### config.mk
export PLATFORM = sky130hd
export DESIGN_NAME = uart_dec_line_rx
export DESIGN_NICKNAME = d
export VERILOG_FILES = /design/src/rtl/uart_dec_pkg.sv /design/src/rtl/uart_rx_byte.sv /design/src/rtl/uart_dec_line_rx.sv
export SDC_FILE = /design/constraint.sdc
export NUM_CORES = 1
export LEC_CHECK = 0
export ABC_AREA = 1
export BUFFER_PORTS_ARGS = -buffer_cell sky130_fd_sc_hd__buf_2
export CELL_PAD_IN_SITES_DETAIL_PLACEMENT = 1
export CELL_PAD_IN_SITES_GLOBAL_PLACEMENT = 1
export CORE_MARGIN = 2
export CORE_UTILIZATION = 40
export CTS_CLUSTER_SIZE = 8
export DETAILED_ROUTE_END_ITERATION = 8
export HOLD_SLACK_MARGIN = 0.05
export PLACE_DENSITY_LB_ADDON = 0.1
export SYNTH_ARGS = -nofsm -noshare
export SYNTH_HDL_FRONTEND = slang
export SYNTH_SLANG_ARGS = --single-unit
### constraint.sdc
create_clock -name clk -period 2.1 [get_ports clk]
set_input_delay 0.105 -clock clk [delete_from_list [all_inputs] [get_ports clk]]
set_output_delay 0.105 -clock clk [all_outputs]
set_load 0.03 [all_outputs]
### src/rtl/uart_dec_pkg.sv
// Shared constants for the UART decimal line receiver: ASCII codes, bit-timing
// helpers and the bit-level receive FSM state encoding.
package uart_dec_pkg;

  localparam logic [7:0] ASCII_0  = 8'h30;
  localparam logic [7:0] ASCII_9  = 8'h39;
  localparam logic [7:0] ASCII_CR = 8'h0D;
  localparam logic [7:0] ASCII_LF = 8'h0A;

  // Wide enough for 9_999_999_999, the largest 10-digit line value.
  localparam int BIN_W = 34;

  typedef enum logic [2:0] {
    IDLE    = 3'd0,
    START   = 3'd1,
    DATA    = 3'd2,
    STOP    = 3'd3,
    WAIT_HI = 3'd4
  } rx_state_t;

  function automatic int clks_per_bit(input int clk_freq, input int baud_rate);
    return clk_freq / baud_rate;
  endfunction

  function automatic int half_bit(input int clk_freq, input int baud_rate);
    return clks_per_bit(clk_freq, baud_rate) / 2;
  endfunction

endpackage

### src/rtl/uart_rx_byte.sv
// 8N1 byte receiver: 2-flop synchroniser and bit FSM. byte_vld/frame_err are
// strobes asserted in the cycle the stop bit is sampled.
module uart_rx_byte
  import uart_dec_pkg::*;
#(
  parameter int CLKS_PER_BIT = 434
) (
  input  logic       clk,
  input  logic       reset_n,
  input  logic       rx,
  output logic [7:0] data,
  output logic       byte_vld,
  output logic       frame_err
);

  localparam int CNT_W = $clog2(CLKS_PER_BIT);
  localparam logic [CNT_W-1:0] FULL_M1 = CNT_W'(CLKS_PER_BIT - 1);
  localparam logic [CNT_W-1:0] HALF_M1 = CNT_W'(CLKS_PER_BIT / 2 - 1);

  logic             rx_meta;
  logic             rx_s;
  rx_state_t        state;
  logic [CNT_W-1:0] cnt;
  logic [2:0]       bit_idx;
  logic [7:0]       shreg;
  logic             tick_half;
  logic             tick_full;

  // Idle-high reset keeps a reset release from looking like a start bit.
  always_ff @(posedge clk or negedge reset_n) begin
    if (!reset_n) begin
      rx_meta <= 1'b1;
      rx_s    <= 1'b1;
    end else begin
      rx_meta <= rx;
      rx_s    <= rx_meta;
    end
  end

  assign tick_half = (cnt == HALF_M1);
  assign tick_full = (cnt == FULL_M1);

  assign data      = shreg;
  assign byte_vld  = (state == STOP) && tick_full && rx_s;
  assign frame_err = (state == STOP) && tick_full && !rx_s;

  always_ff @(posedge clk or negedge reset_n) begin
    if (!reset_n) begin
      state   <= IDLE;
      cnt     <= '0;
      bit_idx <= '0;
      shreg   <= '0;
    end else begin
      case (state)
        IDLE: begin
          cnt     <= '0;
          bit_idx <= '0;
          if (!rx_s) state <= START;
        end
        START: begin
          if (tick_half) begin
            cnt   <= '0;
            state <= rx_s ? IDLE : DATA;
          end else begin
            cnt <= cnt + 1'b1;
          end
        end
        DATA: begin
          if (tick_full) begin
            cnt     <= '0;
            shreg   <= {rx_s, shreg[7:1]};
            bit_idx <= bit_idx + 3'd1;
            if (bit_idx == 3'd7) state <= STOP;
          end else begin
            cnt <= cnt + 1'b1;
          end
        end
        STOP: begin
          if (tick_full) begin
            cnt   <= '0;
            state <= rx_s ? IDLE : WAIT_HI;
          end else begin
            cnt <= cnt + 1'b1;
          end
        end
        WAIT_HI: begin
          if (rx_s) state <= IDLE;
        end
        default: state <= IDLE;
      endcase
    end
  end

endmodule

### src/rtl/uart_dec_line_rx.sv
// UART 8N1 receiver that turns CR/LF-terminated ASCII decimal lines into packed BCD.
// Define UART_DEC_RX_BIN_EN to add value_bin_o, the same value in binary.
module uart_dec_line_rx
  import uart_dec_pkg::*;
#(
  parameter int CLK_FREQ   = 50_000_000,
  parameter int BAUD_RATE  = 115200,
  parameter int MAX_DIGITS = 10
) (
  input  logic                    clk,
  input  logic                    reset_n,
  input  logic                    uart_rx_i,
  output logic [4*MAX_DIGITS-1:0] value_bcd_o,
  output logic                    value_valid_o,
  output logic                    frame_err_o,
  output logic                    fmt_err_o
`ifdef UART_DEC_RX_BIN_EN
  ,
  output logic [BIN_W-1:0]        value_bin_o
`endif
);

  localparam int BCD_W = 4 * MAX_DIGITS;
  localparam int DCNT_W = $clog2(MAX_DIGITS + 1);
  localparam logic [DCNT_W-1:0] MAX_CNT = DCNT_W'(MAX_DIGITS);

  logic [7:0]        rx_data;
  logic              rx_vld;
  logic              rx_frame_err;
  logic [BCD_W-1:0]  acc;
  logic [DCNT_W-1:0] count;
  logic              line_err;
  logic              is_digit;
  logic              is_term;
  logic [3:0]        digit;

  uart_rx_byte #(
    .CLKS_PER_BIT(clks_per_bit(CLK_FREQ, BAUD_RATE))
  ) u_rx_byte (
    .clk      (clk),
    .reset_n  (reset_n),
    .rx       (uart_rx_i),
    .data     (rx_data),
    .byte_vld (rx_vld),
    .frame_err(rx_frame_err)
  );

  assign is_digit = (rx_data >= ASCII_0) && (rx_data <= ASCII_9);
  assign is_term  = (rx_data == ASCII_CR) || (rx_data == ASCII_LF);
  // For '0'..'9' the low nibble already equals byte - 0x30.
  assign digit    = rx_data[3:0];

`ifdef UART_DEC_RX_BIN_EN
  logic [BIN_W-1:0] bin_acc;

  always_ff @(posedge clk or negedge reset_n) begin
    if (!reset_n) begin
      bin_acc     <= '0;
      value_bin_o <= '0;
    end else if (rx_frame_err) begin
      bin_acc <= '0;
    end else if (rx_vld) begin
      if (is_digit) begin
        if (count < MAX_CNT && !line_err)
          bin_acc <= (bin_acc << 3) + (bin_acc << 1) + {{(BIN_W-4){1'b0}}, digit};
      end else if (is_term) begin
        if (!line_err && count != '0) value_bin_o <= bin_acc;
        bin_acc <= '0;
      end
    end
  end
`endif

  // Line decoder; a frame error discards whatever part of the line was collected.
  always_ff @(posedge clk or negedge reset_n) begin
    if (!reset_n) begin
      value_bcd_o   <= '0;
      value_valid_o <= 1'b0;
      frame_err_o   <= 1'b0;
      fmt_err_o     <= 1'b0;
      acc           <= '0;
      count         <= '0;
      line_err      <= 1'b0;
    end else begin
      value_valid_o <= 1'b0;
      fmt_err_o     <= 1'b0;
      frame_err_o   <= rx_frame_err;
      if (rx_frame_err) begin
        acc      <= '0;
        count    <= '0;
        line_err <= 1'b0;
      end else if (rx_vld) begin
        if (is_digit) begin
          if (count < MAX_CNT) begin
            acc   <= {acc[BCD_W-5:0], digit};
            count <= count + 1'b1;
          end else begin
            line_err <= 1'b1;
          end
        end else if (is_term) begin
          if (line_err) begin
            fmt_err_o <= 1'b1;
          end else if (count != '0) begin
            value_bcd_o   <= acc;
            value_valid_o <= 1'b1;
          end
          acc      <= '0;
          count    <= '0;
          line_err <= 1'b0;
        end else begin
          line_err <= 1'b1;
        end
      end
    end
  end

endmodule

* Yosys cells after proc, flatten, opt, wreduce, memory -nomap -nowiden *
Cells that the tools add are included.

operators by class
  order comparisons = 3
  bitwise gates (word level) = 3
  equal/unequal tests = 17
  muxes and demuxes = 40
  reductions and logical operators = 19
  add/subtract/negate cells = 3

operators by type and width
  cell                 count
  $mux 40              5
  $pmux 9 s3           1
  $mux 3               8
  $mux 4               5
  $mux 9               2
  $eq 8x4->1 const B   2
  $mux 1               16
  $pmux 3 s5           1
  $reduce_and 6->1     2
  $ne 2x1->1 const B   5
  $add 9x1->9 const B  1
  $eq 9x8->1 const B   1
  $eq 9x9->1 const B   1
  $ge 8x6->1 const B   1
  $le 8x6->1 const B   1
  $eq 3x2->1 const B   2
  $eq 3x3->1 const B   2
  $pmux 3 s2           1
  $reduce_and 2->1     3
  $reduce_bool 3->1    2
  $add 4x1->4 const B  1
  $logic_and 1x1->1    4
  $lt 4x4->1 const B   1
  $reduce_bool 2->1    2
  other kinds (13)     15

word-level totals
  output and inout port bits = 43
  input port bits = 3
  word-level logic and storage cells = 98
  flip-flop bits (word level) = 113

* Longest topological paths before layout *
  depth after elaboration = 7
  gate-level depth with buffers = 12
  mapped depth without buffers = 11

* Hierarchy *
From an unflattened synthesis, not the netlist that was laid out.

unflattened totals
  cells, all modules = 637
  area total of the unflattened synthesis = 5323.9 µm²

modules (own cells, without submodules)
  module            area an instance (µm²)  cells an instance  seq. area each (µm²)  times used
  uart_dec_line_rx  3930.0                  465                2202.1                1
  uart_rx_byte      1393.8                  172                628.1                 1

* Least setup slack after synthesis *
Ideal clock, no wire load.

  path kind = register -> register
  start = reg u_rx_byte.cnt[1]
  end = reg count[2]
  data arrival time = 1.437 ns
  setup slack = 0.546 ns
  stages on the path, launching flop included = 13
  buffers on the path = 1
  clock period less this slack = 1.554 ns
  cell sequence = dfrtp_1 -> inv_1 -> ha_1 -> nand2_1 -> inv_1 -> nand2_1 -> nor2_4 -> nand2_2 -> nand3_4 -> nand2_4 -> buf_6 -> nand2_1 -> nand2_1

on the way
  word-level cells in the longest chain between the ends = 5

RTL lines
  element                                                    line                                    text
  start, declared                                            uart_rx_byte.sv:23                      logic [CNT_W-1:0] cnt;
  start signal, assigned                                     uart_rx_byte.sv:65                      cnt <= cnt + 1'b1;
  start signal, assigned                                     uart_rx_byte.sv:75                      cnt <= cnt + 1'b1;
  start signal, assigned                                     uart_rx_byte.sv:83                      cnt <= cnt + 1'b1;
  $eq 9x9->1 *                                               uart_rx_byte.sv:41                      assign tick_full = (cnt == FULL_M1);
  $logic_and 1x1->1 *                                        uart_rx_byte.sv:44, uart_rx_byte.sv:45
  $logic_and 1x1->1 (on tied branches)                       uart_rx_byte.sv:45, uart_rx_byte.sv:44
  $ne 3x2->1 (no source line), or another cell as far along  -
  $reduce_and 3->1 (no source line)                          -
  end signal, assigned                                       uart_dec_line_rx.sv:96                  count <= count + 1'b1;
  end, declared                                              uart_dec_line_rx.sv:31                  logic [DCNT_W-1:0] count;

Mark *: on every way between the ends. The rest lies on a longest branch, timed or not.
A chain may end at the register's enable or synchronous reset.

* Worst setup path in the final report *
  start = reg u_rx_byte.cnt[1]
  end = reg value_bcd_o[35]

on the way
  word-level cells in the longest chain between the ends = 5

RTL lines
  element                              line                                    text
  $eq 9x9->1 *                         uart_rx_byte.sv:41
  $logic_and 1x1->1 *                  uart_rx_byte.sv:44, uart_rx_byte.sv:45
  $logic_and 1x1->1                    uart_rx_byte.sv:45                      assign frame_err = (state == STOP) && tick_full && !rx_s;
  $not 1->1 (no source line)           -
  $reduce_and 6->1 (no source line) *  -
  end signal, assigned                 uart_dec_line_rx.sv:77                  value_bcd_o <= '0;
  end signal, assigned                 uart_dec_line_rx.sv:104                 value_bcd_o <= acc;
  end, declared                        uart_dec_line_rx.sv:13                  output logic [4*MAX_DIGITS-1:0] value_bcd_o,

Marked as above.

==> impl_metrics.env <==
export IMPL_synth_top_area_frac=0.502
export IMPL_required_ps=2450
export IMPL_first_pass_iters=4
export IMPL_root_buffer="clkbuf_16"
export IMPL_yosys_top_cells_area="dfrtp_1 (50%), nand2_1 (18%), nand3_1 (5.4%), nand4_1 (5.2%), nor2_1 (4.1%)"
export IMPL_ys_types=28
export IMPL_max_slew_margin_rel=0.612
export IMPL_vias=4657
export IMPL_track_usage=0.211
export IMPL_antenna_found_initial=0
export IMPL_finalSetupTns_ps=0
export IMPL_synth_edf_count=0
export IMPL_p_int_w=0.00448
export IMPL_drtIter0Drc=256
export IMPL_finalSetupViolCount=0
export IMPL_htreeDepth=4
export IMPL_viasPerCell=5.07
export IMPL_grt_start_max_net_pins=47
export IMPL_synth_ff_type="dfrtp_1"
export IMPL_yosysTopAreaCell="dfrtp_1"
export IMPL_p_per_area_mw_per_mm2=839
export IMPL_syn_to_final_growth_pct=19.0
export IMPL_io_buffer_count=45
export IMPL_numCtsBuffers=17
export IMPL_cpMaxStageDelayCell="dfrtp_1"
export IMPL_rr_worst_depth=9
export IMPL_gp_congestion=0.845
export IMPL_cp_max_fo=23
export IMPL_dpl_cell_count=885
export IMPL_dp_hpwl_mm=9.37
export IMPL_finalClockSkew_ps=4.89
export IMPL_comb_power_share=0.010
export IMPL_drv_slew=0
export IMPL_pwr_share_seq=0.395
export IMPL_grt_pass1_wl_mm=24.5
export IMPL_path_cells="inv_1, ha_1, nand2_1, nor2_2, nand3_2, clkinv_2, buf_4, nand4_1, nand2_1"
export IMPL_final_cells=919
export IMPL_p_leak_nw=3.54
export IMPL_cts_tree="built"
export IMPL_finalCritPeriodShare=0.897
export IMPL_seq_area_mm2=0.00283
export IMPL_wl_per_cell_um=15.4
export IMPL_dieWidth_um=122
export IMPL_initial_utilization=0.413
export IMPL_p_sw_frac=0.191
export IMPL_hold_viol=0
export IMPL_fillers=1635
export IMPL_syn_nets=696
export IMPL_clock_path_buffers=2
export IMPL_core_mm2=0.0134
export IMPL_ys_seq_area_frac=0.511
export IMPL_cp_arrival_ps=2240
export IMPL_crit_top_cell="nand2_1"
export IMPL_drc=0
export IMPL_grt_overflow=0
export IMPL_maxCapViolCount=0
export IMPL_synth_area_mm2=0.00554
export IMPL_status="completed"
export IMPL_synth_common_cells="nand2_1 (272), dfrtp_1 (111), nand3_1 (60), nor2_1 (60), nand4_1 (46)"
export IMPL_nets=740
export IMPL_grt_pass1_vias=4834
export IMPL_dieArea_mm2=0.0148
export IMPL_hp_class="in2async"
export IMPL_switchingPower_w=0.00105
export IMPL_end_kind="flop"
export IMPL_fp_dieH_um=122
export IMPL_ant_nets=0
export IMPL_wirelength_mm=14.2
export IMPL_synth_most_common_cell="nand2_1"
export IMPL_async_flop_share=1.00
export IMPL_critPathLaunchType="flop"
export IMPL_synth_avg_cell_area_um2=8.07
export IMPL_ys_ff_latch=113
export IMPL_worstReg2RegStart="u_rx_byte.cnt[1]"
export IMPL_clockPowerShare=0.594
export IMPL_postCtsSetupBuffers=0
export IMPL_peakVddDrop_mv=0.526
export IMPL_path_class="reg2reg"
export IMPL_insertion_delay_ps=420
export IMPL_antennaDiodeCount=0
export IMPL_synthesis_instances=686
export IMPL_clk_pin_slew_worst_paths_ps=50
export IMPL_max_freq_mhz=531
export IMPL_r2r_end="value_bcd_o[35]"
export IMPL_ff2ff_setup_slack_ps=220
export IMPL_cpPeakStageDelay_ps=410
export IMPL_clock_sinks=113
export IMPL_rsz0062_at_grt="no"
export IMPL_ys_warn_count=0
export IMPL_multi_input_area_mm2=0.00229
export IMPL_drive_above_1_share=0.163
export IMPL_rows=42
export IMPL_tightest_slew_ps=582
export IMPL_ios=46
export IMPL_post_route_min_period_ps=1880
cell usage in the layout, fill, tap and decap left out, types with 4 or more instances in the layout:
master | netlist | final
nand2_1 | 272 | 272
inv_1 | 32 | 32
ha_1 | 7 | 7
nand4_1 | 46 | 46
buf_2 | 19 | 44
o21ai_0 | 8 | 8
buf_12 | 0 | 4
inv_2 | 7 | 7
nand3_1 | 60 | 60
nor2_1 | 60 | 60
buf_4 | 4 | 15
dfrtp_1 | 111 | 111
nor2_2 | 4 | 4
o21ai_1 | 13 | 13
nor2_4 | 5 | 5
bufinv_16 | 0 | 6
clkbuf_16 | 0 | 17
through the flow:
stage / setup slack, ps / power (W) / instance area [µm²] / hold slack (ps) / util
after floorplan: 546 / 0.00223 / 5540 / -191 / -
after CTS: 185 / 0.00559 / 6580 / 252 / 0.491
after global placement: 257 / 0.00228 / 5890 / 139 / 0.440
after global routing: 66.3 / 0.00570 / 6590 / 277 / 0.492
final: 216 / 0.00553 / 6590 / 226 / 0.492
after detailed placement: 219 / 0.00228 / 5890 / 149 / 0.440
worst max path at each step:
stage	to	slack (ps)	start	cells after the start
6_report	value_bcd_o[35]	220	u_rx_byte.cnt[1]	9
5_1_grt	value_bcd_o[32]	70	u_rx_byte.cnt[1]	9
3_5_place_dp	acc[9]	220	u_rx_byte.cnt[1]	9
2_1_floorplan	count[2]	550	u_rx_byte.cnt[1]	12
4_1_cts	acc[2]	180	u_rx_byte.cnt[1]	11
3_3_place_gp	acc[1]	260	u_rx_byte.cnt[1]	9
area by class of cell:
cell class | instances | area share
multi-input cells | 493 | 0.347
repair buffers | 65 | 0.0657
clock buffers | 22 | 0.0704
flip-flops and latches | 113 | 0.429
well taps | 176 | 0.0334
inverters | 40 | 0.0230
clock inverters | 10 | 0.0311
worst max-delay path, delay by kind of cell (launching register included):
family	cells	cell delay, ps
adders and majority gates	1	170
buffers and inverters	3	620
DFF	1	410
and+or+nand+nor	5	620
kinds of logic (layout without fill, tap and decap cells):
kind of cell	after synthesis	in the layout	synth area share
xor gates and xnor gates	3	3	0.00475
DFF	113	113	0.511
buffers and inverters	80	137	0.0791
adders and majority gates	7	7	0.0158
and+or+nand+nor	460	460	0.368
AOI/OAI and AO/OA	23	23	0.0217
state kept, by name, summed over array words and instances, names as in the netlist, 3 cells and up:
| name | flops |
|---|---|
| acc | 40 |
| value_bcd_o | 40 |
| u_rx_byte.cnt | 9 |
| u_rx_byte.data | 8 |
| count | 4 |
| u_rx_byte.bit_idx | 3 |
| u_rx_byte.state | 3 |
metal layers:
metal / track usage / vias up / routed length, µm / share of wire
met2: 0.337 / 57 / 6820 / 0.48
met5: 0 / - / 0 / 0
met4: 0.0647 / 0 / 175 / 0.012
li1: - / 2285 / - / -
met3: 0.0449 / 12 / 374 / 0.026
met1: 0.288 / 2303 / 6800 / 0.48
power by group through the flow:
stage          clock network, W    logic, W  registers [W]
2_1_floorplan                 0  0.00000240        0.00222
3_3_place_gp                  0   0.0000574        0.00222
3_5_place_dp                  0   0.0000588        0.00222
4_1_cts                 0.00334   0.0000618        0.00219
5_1_grt                 0.00345   0.0000680        0.00218
6_report                0.00329   0.0000574        0.00219
repair_timing:
item	CTS	global route
resized for setup	0	1
hold buffers	2	0
endpoints found under the hold margin	41	0
setup endpoints to repair	0	32
Power figures use the tool's default switching activity.
